==> config.mk <==
export PLATFORM = sky130hd
export DESIGN_NAME = dmem_arbiter_flat
export DESIGN_NICKNAME = d
export VERILOG_FILES = /design/src/rtl/dmem_arbiter_if.sv /design/src/rtl/dmem_arbiter.sv /design/src/flat_wrapper.sv
export SDC_FILE = /design/constraint.sdc
export NUM_CORES = 1
export LEC_CHECK = 0
export CAP_MARGIN = 20
export CORE_MARGIN = 10
export CORE_UTILIZATION = 44
export CTS_CLUSTER_DIAMETER = 150
export DETAILED_ROUTE_END_ITERATION = 10
export MAX_ROUTING_LAYER = met4
export PLACE_DENSITY = 0.78
export SYNTH_ARGS = -nofsm -noshare
export SYNTH_HDL_FRONTEND = slang
export SYNTH_SLANG_ARGS = --single-unit
==> constraint.sdc <==
create_clock -name clk -period 3.1 [get_ports clk]
set_clock_uncertainty 0.1 [all_clocks]
set_input_delay 0.465 -clock clk [delete_from_list [all_inputs] [get_ports clk]]
set_output_delay 0.465 -clock clk [all_outputs]
set_load 0.02 [all_outputs]
==> src/rtl/dmem_arbiter_if.sv <==
// -----------------------------------------------------------------------------
// dmem_arbiter_if
//   Request/response bundle between one requester and the data-memory arbiter.
//   One instance per requester (m0 = core load/store unit, m1 = DMA/debug).
//
//   Signals
//     req     requester -> arbiter  request, held high until gnt
//     we      requester -> arbiter  1 = write, 0 = read
//     addr    requester -> arbiter  byte address, bits [1:0] ignored
//     wdata   requester -> arbiter  write data
//     be      requester -> arbiter  byte enables for writes
//     gnt     arbiter -> requester  one-cycle pulse, request accepted
//     rvalid  arbiter -> requester  one-cycle pulse, response available
//     err     arbiter -> requester  qualifies rvalid: address out of range
//     rdata   arbiter -> requester  read data, valid with rvalid
//
//   Modports
//     master  the requester side
//     slave   the arbiter side
// -----------------------------------------------------------------------------
interface dmem_arbiter_if #(
  parameter int wid = 32
);
  logic           req;
  logic           we;
  logic [wid-1:0] addr;
  logic [wid-1:0] wdata;
  logic [3:0]     be;
  logic           gnt;
  logic           rvalid;
  logic           err;
  logic [wid-1:0] rdata;

  modport master (
    output req, we, addr, wdata, be,
    input  gnt, rvalid, err, rdata
  );

  modport slave (
    input  req, we, addr, wdata, be,
    output gnt, rvalid, err, rdata
  );
endinterface

==> src/rtl/dmem_arbiter.sv <==
// -----------------------------------------------------------------------------
// dmem_arbiter
//   Shares a single-port data memory (synchronous write, combinational read)
//   between two requesters with round-robin arbitration and one transaction
//   in flight. Sub-word stores become a read-modify-write; word indices at or
//   beyond the memory depth get an error response without touching memory.
//
//   Parameters
//     wid   data/address width (byte lanes assume 32-bit words, 4 enables)
//     dep   memory depth in words, valid word index 0..dep-1
//
//   Ports
//     clk        clock, all state on the rising edge
//     rst_n      synchronous reset, active low
//     m0         requester 0 bundle (arbiter side), core load/store unit
//     m1         requester 1 bundle (arbiter side), DMA/debug
//     mem_addr   byte address to memory
//     mem_wd     write data to memory
//     mem_we     memory write enable, one cycle per write
//     mem_rd     combinational read data from memory
//
//   Timing (gnt in cycle T)
//     read / full write / empty-enable write / error : rvalid at T+2
//     partial write (read in T+1, write in T+2)       : rvalid at T+3
// -----------------------------------------------------------------------------
module dmem_arbiter #(
  parameter int wid = 32,
  parameter int dep = 64
) (
  input  logic           clk,
  input  logic           rst_n,
  dmem_arbiter_if.slave  m0,
  dmem_arbiter_if.slave  m1,
  output logic [wid-1:0] mem_addr,
  output logic [wid-1:0] mem_wd,
  output logic           mem_we,
  input  logic [wid-1:0] mem_rd
);

  typedef enum logic [1:0] {
    IDLE   = 2'd0,
    ACCESS = 2'd1,
    MERGE  = 2'd2
  } state_t;

  // Depth expressed in the width of the word index for an unsigned compare.
  localparam logic [wid-3:0] dep_idx = (wid-2)'(dep);

  state_t         state_reg, state_next;

  // Latched transaction
  logic           rr_last_reg;   // owner of the most recent grant
  logic           owner_reg;     // 0 = m0, 1 = m1
  logic           we_reg;
  logic [wid-1:0] addr_reg;
  logic [wid-1:0] wdata_reg;
  logic [3:0]     be_reg;
  logic [wid-1:0] merge_reg;     // old memory word for read-modify-write

  // Arbitration
  logic [1:0]     req_vec;
  logic           grant;
  logic           grant_owner;
  logic [1:0]     gnt_vec;

  // Winner's request fields
  logic           sel_we;
  logic [wid-1:0] sel_addr;
  logic [wid-1:0] sel_wdata;
  logic [3:0]     sel_be;

  // Access decode
  logic [wid-3:0] word_idx;
  logic           out_of_range;
  logic [wid-1:0] merged_word;

  // Control from the FSM
  logic           resp_fire;     // response registers load this cycle
  logic           resp_err;
  logic           rd_load;       // capture mem_rd as read data
  logic           merge_load;    // capture mem_rd for the merge step
  logic           mem_we_c;
  logic [wid-1:0] mem_wd_c;

  // Per-requester response outputs
  logic [1:0]     rvalid_vec;
  logic [1:0]     err_vec;
  logic [wid-1:0] rdata_vec [2];

  assign req_vec = {m1.req, m0.req};

  // Winner mux: grant_owner selects which bundle's fields get latched.
  assign sel_we    = grant_owner ? m1.we    : m0.we;
  assign sel_addr  = grant_owner ? m1.addr  : m0.addr;
  assign sel_wdata = grant_owner ? m1.wdata : m0.wdata;
  assign sel_be    = grant_owner ? m1.be    : m0.be;

  assign word_idx     = addr_reg[wid-1:2];
  assign out_of_range = (word_idx >= dep_idx);

  // Byte-lane merge for sub-word stores: new byte where enabled, else old.
  for (genvar gi = 0; gi < 4; gi++) begin : g_merge
    assign merged_word[gi*8 +: 8] = be_reg[gi] ? wdata_reg[gi*8 +: 8]
                                               : merge_reg[gi*8 +: 8];
  end

  // ---------------------------------------------------------------------------
  // State register and latched transaction
  // ---------------------------------------------------------------------------
  always_ff @(posedge clk) begin
    if (!rst_n) begin
      state_reg   <= IDLE;
      rr_last_reg <= 1'b1;   // so m0 wins the first tie
      owner_reg   <= 1'b0;
      we_reg      <= 1'b0;
      addr_reg    <= '0;
      wdata_reg   <= '0;
      be_reg      <= '0;
      merge_reg   <= '0;
    end else begin
      state_reg <= state_next;
      if (grant) begin
        rr_last_reg <= grant_owner;
        owner_reg   <= grant_owner;
        we_reg      <= sel_we;
        addr_reg    <= sel_addr;
        wdata_reg   <= sel_wdata;
        be_reg      <= sel_be;
      end
      if (merge_load) begin
        merge_reg <= mem_rd;
      end
    end
  end

  // ---------------------------------------------------------------------------
  // Next state and control
  // ---------------------------------------------------------------------------
  always_comb begin
    state_next  = state_reg;
    grant       = 1'b0;
    grant_owner = 1'b0;
    gnt_vec     = 2'b00;
    resp_fire   = 1'b0;
    resp_err    = 1'b0;
    rd_load     = 1'b0;
    merge_load  = 1'b0;
    mem_we_c    = 1'b0;
    mem_wd_c    = '0;

    unique case (state_reg)
      IDLE: begin
        // Grants are suppressed while reset is asserted so a held request
        // cannot see a stray pulse.
        if (rst_n && (req_vec != 2'b00)) begin
          grant = 1'b1;
          if (req_vec == 2'b11) begin
            grant_owner = ~rr_last_reg;
          end else begin
            grant_owner = req_vec[1];
          end
          gnt_vec[0] = ~grant_owner;
          gnt_vec[1] = grant_owner;
          state_next = ACCESS;
        end
      end

      ACCESS: begin
        state_next = IDLE;
        if (out_of_range) begin
          resp_fire = 1'b1;
          resp_err  = 1'b1;
        end else if (!we_reg) begin
          resp_fire = 1'b1;
          rd_load   = 1'b1;
        end else if (be_reg == 4'hF) begin
          mem_we_c  = 1'b1;
          mem_wd_c  = wdata_reg;
          resp_fire = 1'b1;
        end else if (be_reg == 4'h0) begin
          // Nothing to write; acknowledge only.
          resp_fire = 1'b1;
        end else begin
          merge_load = 1'b1;
          state_next = MERGE;
        end
      end

      MERGE: begin
        mem_we_c   = 1'b1;
        mem_wd_c   = merged_word;
        resp_fire  = 1'b1;
        state_next = IDLE;
      end

      default: begin
        state_next = IDLE;
      end
    endcase
  end

  // ---------------------------------------------------------------------------
  // Registered responses, one set per requester. Only the owner of the
  // finishing transaction sees rvalid; rdata otherwise holds.
  // ---------------------------------------------------------------------------
  for (genvar gi = 0; gi < 2; gi++) begin : g_resp
    localparam logic me = (gi == 1);

    logic           rvalid_reg;
    logic           err_reg;
    logic [wid-1:0] rdata_reg;
    logic           mine;

    assign mine = resp_fire && (owner_reg == me);

    always_ff @(posedge clk) begin
      if (!rst_n) begin
        rvalid_reg <= 1'b0;
        err_reg    <= 1'b0;
        rdata_reg  <= '0;
      end else begin
        rvalid_reg <= mine;
        err_reg    <= mine && resp_err;
        if (mine && resp_err) begin
          rdata_reg <= '0;
        end else if (mine && rd_load) begin
          rdata_reg <= mem_rd;
        end
      end
    end

    assign rvalid_vec[gi] = rvalid_reg;
    assign err_vec[gi]    = err_reg;
    assign rdata_vec[gi]  = rdata_reg;
  end

  // ---------------------------------------------------------------------------
  // Outputs
  // ---------------------------------------------------------------------------
  assign m0.gnt    = gnt_vec[0];
  assign m1.gnt    = gnt_vec[1];
  assign m0.rvalid = rvalid_vec[0];
  assign m1.rvalid = rvalid_vec[1];
  assign m0.err    = err_vec[0];
  assign m1.err    = err_vec[1];
  assign m0.rdata  = rdata_vec[0];
  assign m1.rdata  = rdata_vec[1];

  // Address stays on the latched request; it is what the combinational read
  // port looks at during ACCESS.
  assign mem_addr = addr_reg;

  // Write strobe is masked by reset so a transaction aborted mid-flight never
  // reaches the memory.
  assign mem_we = mem_we_c & rst_n;
  assign mem_wd = rst_n ? mem_wd_c : '0;

endmodule

==> src/flat_wrapper.sv <==
// flat-port wrapper written by rule: the top's interface ports become plain ports
module dmem_arbiter_flat 
#(
  parameter int wid = 32,
  parameter int dep = 64
)
  (clk, rst_n, mem_addr, mem_wd, mem_we, mem_rd, m0_req, m0_we, m0_addr, m0_wdata, m0_be, m0_gnt, m0_rvalid, m0_err, m0_rdata, m1_req, m1_we, m1_addr, m1_wdata, m1_be, m1_gnt, m1_rvalid, m1_err, m1_rdata);
  dmem_arbiter_if #(.wid(wid)) m0_i ();
  dmem_arbiter_if #(.wid(wid)) m1_i ();
  input  logic clk;
  input  logic rst_n;
  output logic [wid-1:0] mem_addr;
  output logic [wid-1:0] mem_wd;
  output logic mem_we;
  input  logic [wid-1:0] mem_rd;
  input wire logic [$bits(m0_i.req)-1:0] m0_req;
  input wire logic [$bits(m0_i.we)-1:0] m0_we;
  input wire logic [$bits(m0_i.addr)-1:0] m0_addr;
  input wire logic [$bits(m0_i.wdata)-1:0] m0_wdata;
  input wire logic [$bits(m0_i.be)-1:0] m0_be;
  output wire logic [$bits(m0_i.gnt)-1:0] m0_gnt;
  output wire logic [$bits(m0_i.rvalid)-1:0] m0_rvalid;
  output wire logic [$bits(m0_i.err)-1:0] m0_err;
  output wire logic [$bits(m0_i.rdata)-1:0] m0_rdata;
  input wire logic [$bits(m1_i.req)-1:0] m1_req;
  input wire logic [$bits(m1_i.we)-1:0] m1_we;
  input wire logic [$bits(m1_i.addr)-1:0] m1_addr;
  input wire logic [$bits(m1_i.wdata)-1:0] m1_wdata;
  input wire logic [$bits(m1_i.be)-1:0] m1_be;
  output wire logic [$bits(m1_i.gnt)-1:0] m1_gnt;
  output wire logic [$bits(m1_i.rvalid)-1:0] m1_rvalid;
  output wire logic [$bits(m1_i.err)-1:0] m1_err;
  output wire logic [$bits(m1_i.rdata)-1:0] m1_rdata;
  assign m0_i.req = m0_req;
  assign m0_i.we = m0_we;
  assign m0_i.addr = m0_addr;
  assign m0_i.wdata = m0_wdata;
  assign m0_i.be = m0_be;
  assign m0_gnt = m0_i.gnt;
  assign m0_rvalid = m0_i.rvalid;
  assign m0_err = m0_i.err;
  assign m0_rdata = m0_i.rdata;
  assign m1_i.req = m1_req;
  assign m1_i.we = m1_we;
  assign m1_i.addr = m1_addr;
  assign m1_i.wdata = m1_wdata;
  assign m1_i.be = m1_be;
  assign m1_gnt = m1_i.gnt;
  assign m1_rvalid = m1_i.rvalid;
  assign m1_err = m1_i.err;
  assign m1_rdata = m1_i.rdata;
  dmem_arbiter #(.wid(wid), .dep(dep)) u_core (.clk(clk), .rst_n(rst_n), .m0(m0_i), .m1(m1_i), .mem_addr(mem_addr), .mem_wd(mem_wd), .mem_we(mem_we), .mem_rd(mem_rd));
endmodule
==> results of run 1 <==
## final cells by class
type / instances / area share [%]
clock buffers: 17 / 3.65
clock inverters: 15 / 1.56
inverters: 6 / 0.215
repair buffers: 362 / 29.6
well taps: 225 / 2.42
flip-flops and latches: 173 / 29.7
multi-input cells: 574 / 32.8
diodes: 1 / 0.0215
## path summary, 6_finish.rpt
path | depth (start not counted) | from | to
max reg2reg | 7 | u_core.mem_addr[13]$_SDFFE_PN0P_ | u_core.merge_reg[7]$_SDFFE_PN0N_
min | 3 | rst_n | u_core.state_reg[0]$_SDFFE_PN0P_
min reg2reg | 1 | u_core.rr_last_reg$_SDFFE_PN1P_ | u_core.rr_last_reg$_SDFFE_PN1P_
max | 6 | u_core.mem_addr[13]$_SDFFE_PN0P_ | mem_we
## per-stage QoR
step                area (um2)  instances
finish                   11700       1373
global route             11700       1373
CTS                      11600       1371
detailed placement       11100       1337
global placement         11100       1337
floorplan                 7630        848
## synth_stat cells (all sizes together)
library cell / n
a211o: 1
clkbuf: 79
o211ai: 1
and4: 1
buf: 16
and4b: 1
nor2: 76
nor2b: 1
and2: 1
o31ai: 1
nor4: 9
nand4: 2
o21ai: 96
nor4bb: 1
a31o: 1
a222oi: 69
inv: 6
ha: 3
or4: 2
dfxtp: 173
nand2: 70
and3: 2
mux2i: 32
nand3: 67
nor3: 1
a21boi: 1
a211oi: 101
a21oi: 34
## layout by cell type, fill, tap and decap left out, drive strengths merged
cell,instances
and4b,1
clkdlybuf4s50,274
nand2,70
a21boi,1
a211o,1
a21oi,34
and3,2
buf,87
inv,11
or4,2
nor4bb,1
and4,1
a31o,1
nor2,76
o31ai,1
clkinvlp,3
bufinv,2
o211ai,1
clkinv,5
o21ai,96
nand4,2
mux2i,32
diode,1
nand3,67
clkbuf,17
and2,1
nor4,9
dfxtp,173
nor3,1
a211oi,101
ha,3
nor2b,1
a222oi,69
clkdlybuf4s15,1
## cell families (layout without fill, tap and decap cells)
logic type / after synthesis / after routing / synth area share (%)
AOI/OAI and AO/OA: 305 / 305 / 29.9
and+or+nand+nor: 234 / 234 / 14.4
DFF: 173 / 173 / 45.4
buffers and inverters: 101 / 400 / 5.62
muxes: 32 / 32 / 4.20
adders and majority gates: 3 / 3 / 0.492
other: 0 / 1 / 0
## power by group through the flow
stage	Combinational [mW]	Sequential, mW	Clock (mW)
floorplan	0.398	2.43	0
global placement	0.944	2.39	0
detailed placement	0.945	2.40	0
CTS	0.957	2.35	2.22
global route	1.03	2.36	2.31
finish	0.962	2.35	2.18
## routing by layer
layer / vias to the layer above / track usage (%) / wire length (um)
li1: 3795 / - / -
met1: 3888 / 31.8 / 12200
met2: 411 / 42.0 / 14900
met3: 49 / 6.80 / 2750
met4: 0 / 9.53 / 941
met5: - / - / 0
## critical path: stages (launching register included)
cell and delay, ns:
dfxtp_1 0.34, nor4_4 0.31, nand4_1 0.19, or4_4 0.51, buf_12 0.19, a21oi_1 0.14, clkdlybuf4s15_2 0.28
## what timing repair did
action,4_1_cts,5_1_grt
gates cloned,1,0
setup endpoints to repair,33,3
setup buffers,1,1
pin swaps,3,2
gates resized for setup,149,4
==> flow_results.xml, run 1 <==
<?xml version="1.0" encoding="UTF-8"?>
<metrics>
  <group name="global_routing">
    <metric name="largest_net_degree_at_the_start_of_global_routing" unit="">72</metric>
    <metric name="first_pass_grt_wire_length" unit="mm">46.1</metric>
    <metric name="globalRoute.totalOverflow" unit="">0</metric>
    <metric name="grt_util_all_layers" unit="%">26.4</metric>
    <metric name="antenna_found_initial" unit="">1</metric>
    <metric name="via_count_of_the_first_global_routing_pass" unit="">8026</metric>
  </group>
  <group name="power_and_ir_drop">
    <metric name="p_leak" unit="nW">3.94</metric>
    <metric name="design_power_total" unit="mW">5.50</metric>
    <metric name="share_of_total_power_in_sequential_cells" unit="%">42.8</metric>
    <metric name="max-vdd-ir-drop" unit="V">0.000433</metric>
    <metric name="power_density" unit="nW/um2">472</metric>
    <metric name="sw_frac_of_total" unit="%">27.9</metric>
    <metric name="power.net_switching" unit="mW">1.53</metric>
    <metric name="combinationalPowerShare" unit="%">17.5</metric>
    <metric name="clock_power_share" unit="%">39.7</metric>
    <metric name="power.internal" unit="mW">3.97</metric>
  </group>
  <group name="yosys">
    <metric name="yosys_warnings" unit="">0</metric>
    <metric name="synth_top_area_cell" unit="">dfxtp_1</metric>
    <metric name="synth-seq-cells" unit="">173</metric>
    <metric name="portion_of_synthesized_cell_area_occupied_by_the_leading_cell_type" unit="%">45.4</metric>
    <metric name="mean_instance_size_in_the_synthesized_netlist" unit="um2">9.00</metric>
    <metric name="synth_cells" unit="">848</metric>
    <metric name="synth_sequential_area_ratio" unit="%">45.4</metric>
    <metric name="synth_area_leaders" unit="">dfxtp_1 45%, a222oi_1 9.0%, a211oi_1 7.1%</metric>
    <metric name="syn_nets" unit="">1025</metric>
    <metric name="syn-cell-area" unit="um2">7630</metric>
    <metric name="synth_cell_types" unit="">35</metric>
  </group>
  <group name="finish">
    <metric name="fill_cells" unit="">1438</metric>
    <metric name="layout-drive-gt1-share" unit="%">14.5</metric>
    <metric name="syn_to_final_growth" unit="%">52.7</metric>
    <metric name="design.final.nets" unit="">1311</metric>
    <metric name="final_core_util" unit="%">67.9</metric>
    <metric name="ff_latch_area" unit="um2">3460</metric>
    <metric name="total_area_of_multi_input_combinational_cells" unit="um2">3820</metric>
  </group>
  <group name="placed_design">
    <metric name="port-buffer-count" unit="">308</metric>
    <metric name="globalplace.congestion" unit="">0.944</metric>
    <metric name="dpl.hpwl" unit="mm">22.9</metric>
    <metric name="worst_setup_slack_post_dpl" unit="ns">-0.188</metric>
  </group>
  <group name="sta">
    <metric name="max_freq" unit="MHz">339</metric>
    <metric name="count_of_final_hold_check_violations" unit="">0</metric>
    <metric name="drv_slew" unit="">0</metric>
    <metric name="final.period_utilization" unit="%">95.2</metric>
    <metric name="fin_crit" unit="ns">2.95</metric>
    <metric name="final_critical_path_setup_slack" unit="ns">0.148</metric>
    <metric name="finalSetupTns" unit="ns">0</metric>
    <metric name="hold-worst-slack" unit="ns">0.315</metric>
    <metric name="worst-slew-pin-transition" unit="ns">0.736</metric>
    <metric name="max_slew_margin" unit="%">50.9</metric>
    <metric name="setup_viol_count_final" unit="">0</metric>
    <metric name="grt_setup_unrepaired" unit="">false</metric>
  </group>
  <group name="detailed_routing">
    <metric name="postRouteAntennaNets" unit="">0</metric>
    <metric name="detailroute.via_count" unit="">8143</metric>
    <metric name="via_per_inst" unit="">5.93</metric>
    <metric name="drt-wirelength-per-cell" unit="um">22.4</metric>
    <metric name="remaining_drc_errors" unit="">0</metric>
    <metric name="initialDrtViolationCount" unit="">1012</metric>
    <metric name="first_pass_iters" unit="">10</metric>
    <metric name="drt-total-wl" unit="mm">30.8</metric>
  </group>
  <group name="clock_network">
    <metric name="clock_root_buffer" unit="">clkbuf_16</metric>
    <metric name="cts_num_sinks" unit="">173</metric>
    <metric name="post_cts_hold_buffer_count" unit="">0</metric>
    <metric name="cts_made_buffers" unit="">17</metric>
    <metric name="cts.htree.levels" unit="">4</metric>
    <metric name="cts.path.max_buffers" unit="">2</metric>
    <metric name="clk_transition_reported_paths" unit="ns">0.07</metric>
    <metric name="cts_tree" unit="">built</metric>
    <metric name="clock_latency_on_the_worst_skew_pair" unit="ns">0.42</metric>
  </group>
  <group name="setup_path">
    <metric name="criticalPathCategory" unit="">reg -&gt; out</metric>
    <metric name="start_kind" unit="">register</metric>
    <metric name="worst-path-max-fanout" unit="">17</metric>
    <metric name="critical_path.endpoint_type" unit="">output port</metric>
    <metric name="cp_data_required_time" unit="ns">2.53</metric>
    <metric name="cp.arrival" unit="ns">2.39</metric>
    <metric name="r2r_setup_slack" unit="ns">0.61</metric>
  </group>
  <group name="run_status">
    <metric name="run_status" unit="">complete, no violations</metric>
  </group>
  <group name="die">
    <metric name="design.die.area" unit="um2">23000</metric>
    <metric name="initial_core_util" unit="%">44.4</metric>
    <metric name="floorplan.rows" unit="">48</metric>
    <metric name="pin_count" unit="">309</metric>
    <metric name="die_height" unit="um">152</metric>
    <metric name="die_x" unit="um">152</metric>
    <metric name="coreArea" unit="um2">17200</metric>
  </group>
  <group name="min_path">
    <metric name="timing.hold.worst.class" unit="">in -&gt; reg</metric>
  </group>
  <group name="run">
    <metric name="drv_cap" unit="">0</metric>
  </group>
</metrics>
(Power assumes the default switching activity.)
==> run 2: changes to the inputs <==
--- a/config.mk
+++ b/config.mk
@@ -10,8 +10,10 @@
 export CORE_UTILIZATION = 44
 export CTS_CLUSTER_DIAMETER = 150
 export DETAILED_ROUTE_END_ITERATION = 10
+export GPL_TIMING_DRIVEN = 0
 export MAX_ROUTING_LAYER = met4
 export PLACE_DENSITY = 0.78
+export REMOVE_ABC_BUFFERS = 1
 export SYNTH_ARGS = -nofsm -noshare
 export SYNTH_HDL_FRONTEND = slang
 export SYNTH_SLANG_ARGS = --single-unit
==> run 2 against run 1 <==
The run now ends with negative setup slack left. Sequential cell count unchanged. Largest power group unchanged. Die area unchanged. Via count up 2.3%. Largest cell class unchanged. Utilization up 1.7 points. Cell count down 0.51%. First-iteration DRC count down 7.6%. Sequential power about the same. Critical endpoint is now mem_wd[6]. Global-route usage up 1.8 points.
==> flow_results.xml, run 2 (synthesized netlist as in run 1, its figures left out) <==
<?xml version="1.0" encoding="UTF-8"?>
<metrics>
  <group name="die">
    <metric name="die_x" unit="um">152</metric>
    <metric name="floorplan.rows" unit="">48</metric>
    <metric name="die_height" unit="um">152</metric>
    <metric name="coreArea" unit="um2">17200</metric>
    <metric name="design.die.area" unit="um2">23000</metric>
    <metric name="pin_count" unit="">309</metric>
    <metric name="initial_core_util" unit="%">44.4</metric>
  </group>
  <group name="global_routing">
    <metric name="globalRoute.busiestLayer" unit="">met2</metric>
    <metric name="globalRoute.totalOverflow" unit="">0</metric>
    <metric name="grt_use_met2" unit="%">45.6</metric>
    <metric name="via_count_of_the_first_global_routing_pass" unit="">8293</metric>
    <metric name="largest_net_degree_at_the_start_of_global_routing" unit="">97</metric>
    <metric name="groute.layer.met3.usage" unit="%">7.10</metric>
    <metric name="grt_util_all_layers" unit="%">28.2</metric>
    <metric name="antenna_found_initial" unit="">1</metric>
    <metric name="first_pass_grt_wire_length" unit="mm">48.5</metric>
    <metric name="global_route.usage.met1" unit="%">33.3</metric>
  </group>
  <group name="sta">
    <metric name="fin_crit" unit="ns">3.21</metric>
    <metric name="max_freq" unit="MHz">312</metric>
    <metric name="setup_viol_count_final" unit="">21</metric>
    <metric name="drv_slew" unit="">0</metric>
    <metric name="worst-slew-pin-transition" unit="ns">1.03</metric>
    <metric name="grt_setup_unrepaired" unit="">true</metric>
    <metric name="finalSetupTns" unit="ns">-1.04</metric>
    <metric name="count_of_final_hold_check_violations" unit="">0</metric>
    <metric name="final.period_utilization" unit="%">104</metric>
    <metric name="hold-worst-slack" unit="ns">0.340</metric>
    <metric name="max_slew_margin" unit="%">31.2</metric>
    <metric name="final_critical_path_setup_slack" unit="ns">-0.110</metric>
  </group>
  <group name="run">
    <metric name="drv_cap" unit="">0</metric>
  </group>
  <group name="clock_network">
    <metric name="clk_transition_reported_paths" unit="ns">0.06</metric>
    <metric name="clock_root_buffer" unit="">clkbuf_16</metric>
    <metric name="cts.path.max_buffers" unit="">2</metric>
    <metric name="cts_num_sinks" unit="">173</metric>
    <metric name="cts_tree" unit="">built</metric>
    <metric name="cts_made_buffers" unit="">17</metric>
    <metric name="cts.htree.levels" unit="">4</metric>
    <metric name="clock_latency_on_the_worst_skew_pair" unit="ns">0.44</metric>
  </group>
  <group name="detailed_routing">
    <metric name="first_pass_iters" unit="">8</metric>
    <metric name="drt-wirelength-per-cell" unit="um">24.0</metric>
    <metric name="initialDrtViolationCount" unit="">935</metric>
    <metric name="drt-total-wl" unit="mm">32.7</metric>
    <metric name="remaining_drc_errors" unit="">0</metric>
    <metric name="via_per_inst" unit="">6.10</metric>
    <metric name="detailroute.via_count" unit="">8332</metric>
    <metric name="postRouteAntennaNets" unit="">0</metric>
  </group>
  <group name="min_path">
    <metric name="worst_hold_path.endpoint" unit="">u_core.merge_reg[23]$_SDFFE_PN0N_</metric>
    <metric name="timing.hold.worst.class" unit="">in -&gt; reg</metric>
    <metric name="min_from" unit="">rst_n</metric>
    <metric name="timing.hold.worst_path_depth" unit="">3</metric>
  </group>
  <group name="power_and_ir_drop">
    <metric name="clock_power_share" unit="%">38.0</metric>
    <metric name="p_leak" unit="nW">3.98</metric>
    <metric name="share_of_total_power_in_sequential_cells" unit="%">43.2</metric>
    <metric name="power.net_switching" unit="mW">1.52</metric>
    <metric name="sw_frac_of_total" unit="%">27.6</metric>
    <metric name="max-vdd-ir-drop" unit="V">0.000398</metric>
    <metric name="combinationalPowerShare" unit="%">18.9</metric>
    <metric name="power_density" unit="nW/um2">460</metric>
    <metric name="power.internal" unit="mW">3.97</metric>
  </group>
  <group name="setup_path">
    <metric name="cp_data_required_time" unit="ns">2.53</metric>
    <metric name="worst-path-max-fanout" unit="">5</metric>
    <metric name="critical_path.endpoint_type" unit="">output port</metric>
    <metric name="crit_slowest_cell" unit="">or4_4</metric>
    <metric name="criticalPathCategory" unit="">reg -&gt; out</metric>
    <metric name="worstPathCellList" unit="">nor4_2 -&gt; nand4_1 -&gt; buf_8 -&gt; or4_4 -&gt; buf_4 -&gt; buf_6 -&gt; a211oi_2 -&gt; buf_4</metric>
    <metric name="cp.arrival" unit="ns">2.64</metric>
    <metric name="worst_path_most_repeated_cell" unit="">buf_4</metric>
    <metric name="worst_r2r_endpoint" unit="">u_core.m0.rdata[13]$_SDFFE_PP0P_</metric>
    <metric name="reg2regPathDepth" unit="">7</metric>
    <metric name="timing.rr.start" unit="">u_core.state_reg[1]$_SDFFE_PN0P_</metric>
    <metric name="r2r_setup_slack" unit="ns">0.26</metric>
    <metric name="start_kind" unit="">register</metric>
    <metric name="cpPeakStageDelay" unit="ns">0.47</metric>
  </group>
  <group name="placed_design">
    <metric name="dp_cells" unit="">1312</metric>
    <metric name="port-buffer-count" unit="">308</metric>
    <metric name="placement.cell_area" unit="um2">11100</metric>
    <metric name="dpl.hpwl" unit="mm">22.4</metric>
    <metric name="globalplace.congestion" unit="">0.797</metric>
  </group>
  <group name="run_status">
    <metric name="violations_in_the_final_reports" unit="">negative setup slack</metric>
    <metric name="run_status" unit="">finished with violations</metric>
  </group>
  <group name="finish">
    <metric name="final_cells" unit="">1366</metric>
    <metric name="layout-drive-gt1-share" unit="%">15.2</metric>
    <metric name="design_area" unit="um2">11900</metric>
    <metric name="design.final.nets" unit="">1303</metric>
    <metric name="final_core_util" unit="%">69.5</metric>
    <metric name="syn_to_final_growth" unit="%">56.5</metric>
    <metric name="layout_common_cells" unit="">273 x clkdlybuf4s50_1, 167 x dfxtp_1, 96 x o21ai_0</metric>
    <metric name="layout_commonest_cell" unit="">clkdlybuf4s50_1</metric>
  </group>
</metrics>
-- run 2: cell type report --
class	instances	area, um2
Fill cell	1397	5230
Multi-Input combinational cell	575	3900
Timing Repair Buffer	353	3690
Sequential cell	173	3470
Clock buffer	24	482
Tap cell	225	282
Clock inverter	8	81.3
Inverter	6	31.3
Antenna cell	2	5.00
-- run 2: worst max-delay path by stage --
stage	to	slack, ns	from
floorplan	u_core.be_reg[0]$_SDFFE_PN0P_	-2.99	m1_req
global placement	m0_gnt	-10.53	rst_n
detailed placement	mem_wd[0]	-1.14	u_core.mem_addr[21]$_SDFFE_PN0P_
CTS	mem_wd[6]	-0.14	u_core.mem_addr[24]$_SDFFE_PN0P_
global route	mem_wd[5]	-0.16	u_core.mem_addr[24]$_SDFFE_PN0P_
finish	mem_wd[6]	-0.11	u_core.mem_addr[18]$_SDFFE_PN0P_
-- run 2: power by group through the flow --
stage | sequential (mW) | clock, mW | combinational [mW]
3_5_place_dp | 2.41 | 0 | 0.953
2_1_floorplan | 2.43 | 0 | 0.342
5_1_grt | 2.38 | 2.19 | 1.09
4_1_cts | 2.37 | 2.10 | 1.02
6_report | 2.37 | 2.08 | 1.03
3_3_place_gp | 2.41 | 0 | 0.837
-- run 2: worst max-delay path: cells and delay by family (launching register included) --
family,cells,cell delay [ns]
simple gates,3,0.95
flops,1,0.36
compound gates,1,0.24
buf+inv,4,0.65
-- run 2: routing by layer --
layer	part of all wire, %	vias to the layer above	wire (um)
met3	9.1	66	2960
met5	0	-	0
li1	-	3803	-
met1	39	4029	12900
met2	49	434	15900
met4	2.9	0	952
-- run 2: stage by stage --
stage	total power [mW]	setup slack, ns
after global placement	3.25	-10.53
after detailed placement	3.37	-1.14
after floorplan	2.77	-2.99
final	5.49	-0.110
after CTS	5.49	-0.140
after global routing	5.66	-0.162
-- run 2: what timing repair did --
item,in CTS,in global routing
buffers inserted,14,4
cloned,5,0
setup endpoints to repair,35,34
hold buffers,0,0
resized for setup,199,19
pin swaps,7,3
==> run 3: changes to the inputs <==
--- a/config.mk
+++ b/config.mk
@@ -10,6 +10,7 @@
 export CORE_UTILIZATION = 44
 export CTS_CLUSTER_DIAMETER = 150
 export DETAILED_ROUTE_END_ITERATION = 10
+export GPL_ROUTABILITY_DRIVEN = 0
 export GPL_TIMING_DRIVEN = 0
 export MAX_ROUTING_LAYER = met4
 export PLACE_DENSITY = 0.78
==> results of run 3 <==
Final layout, timing and power as in run 2 (identical DEF).
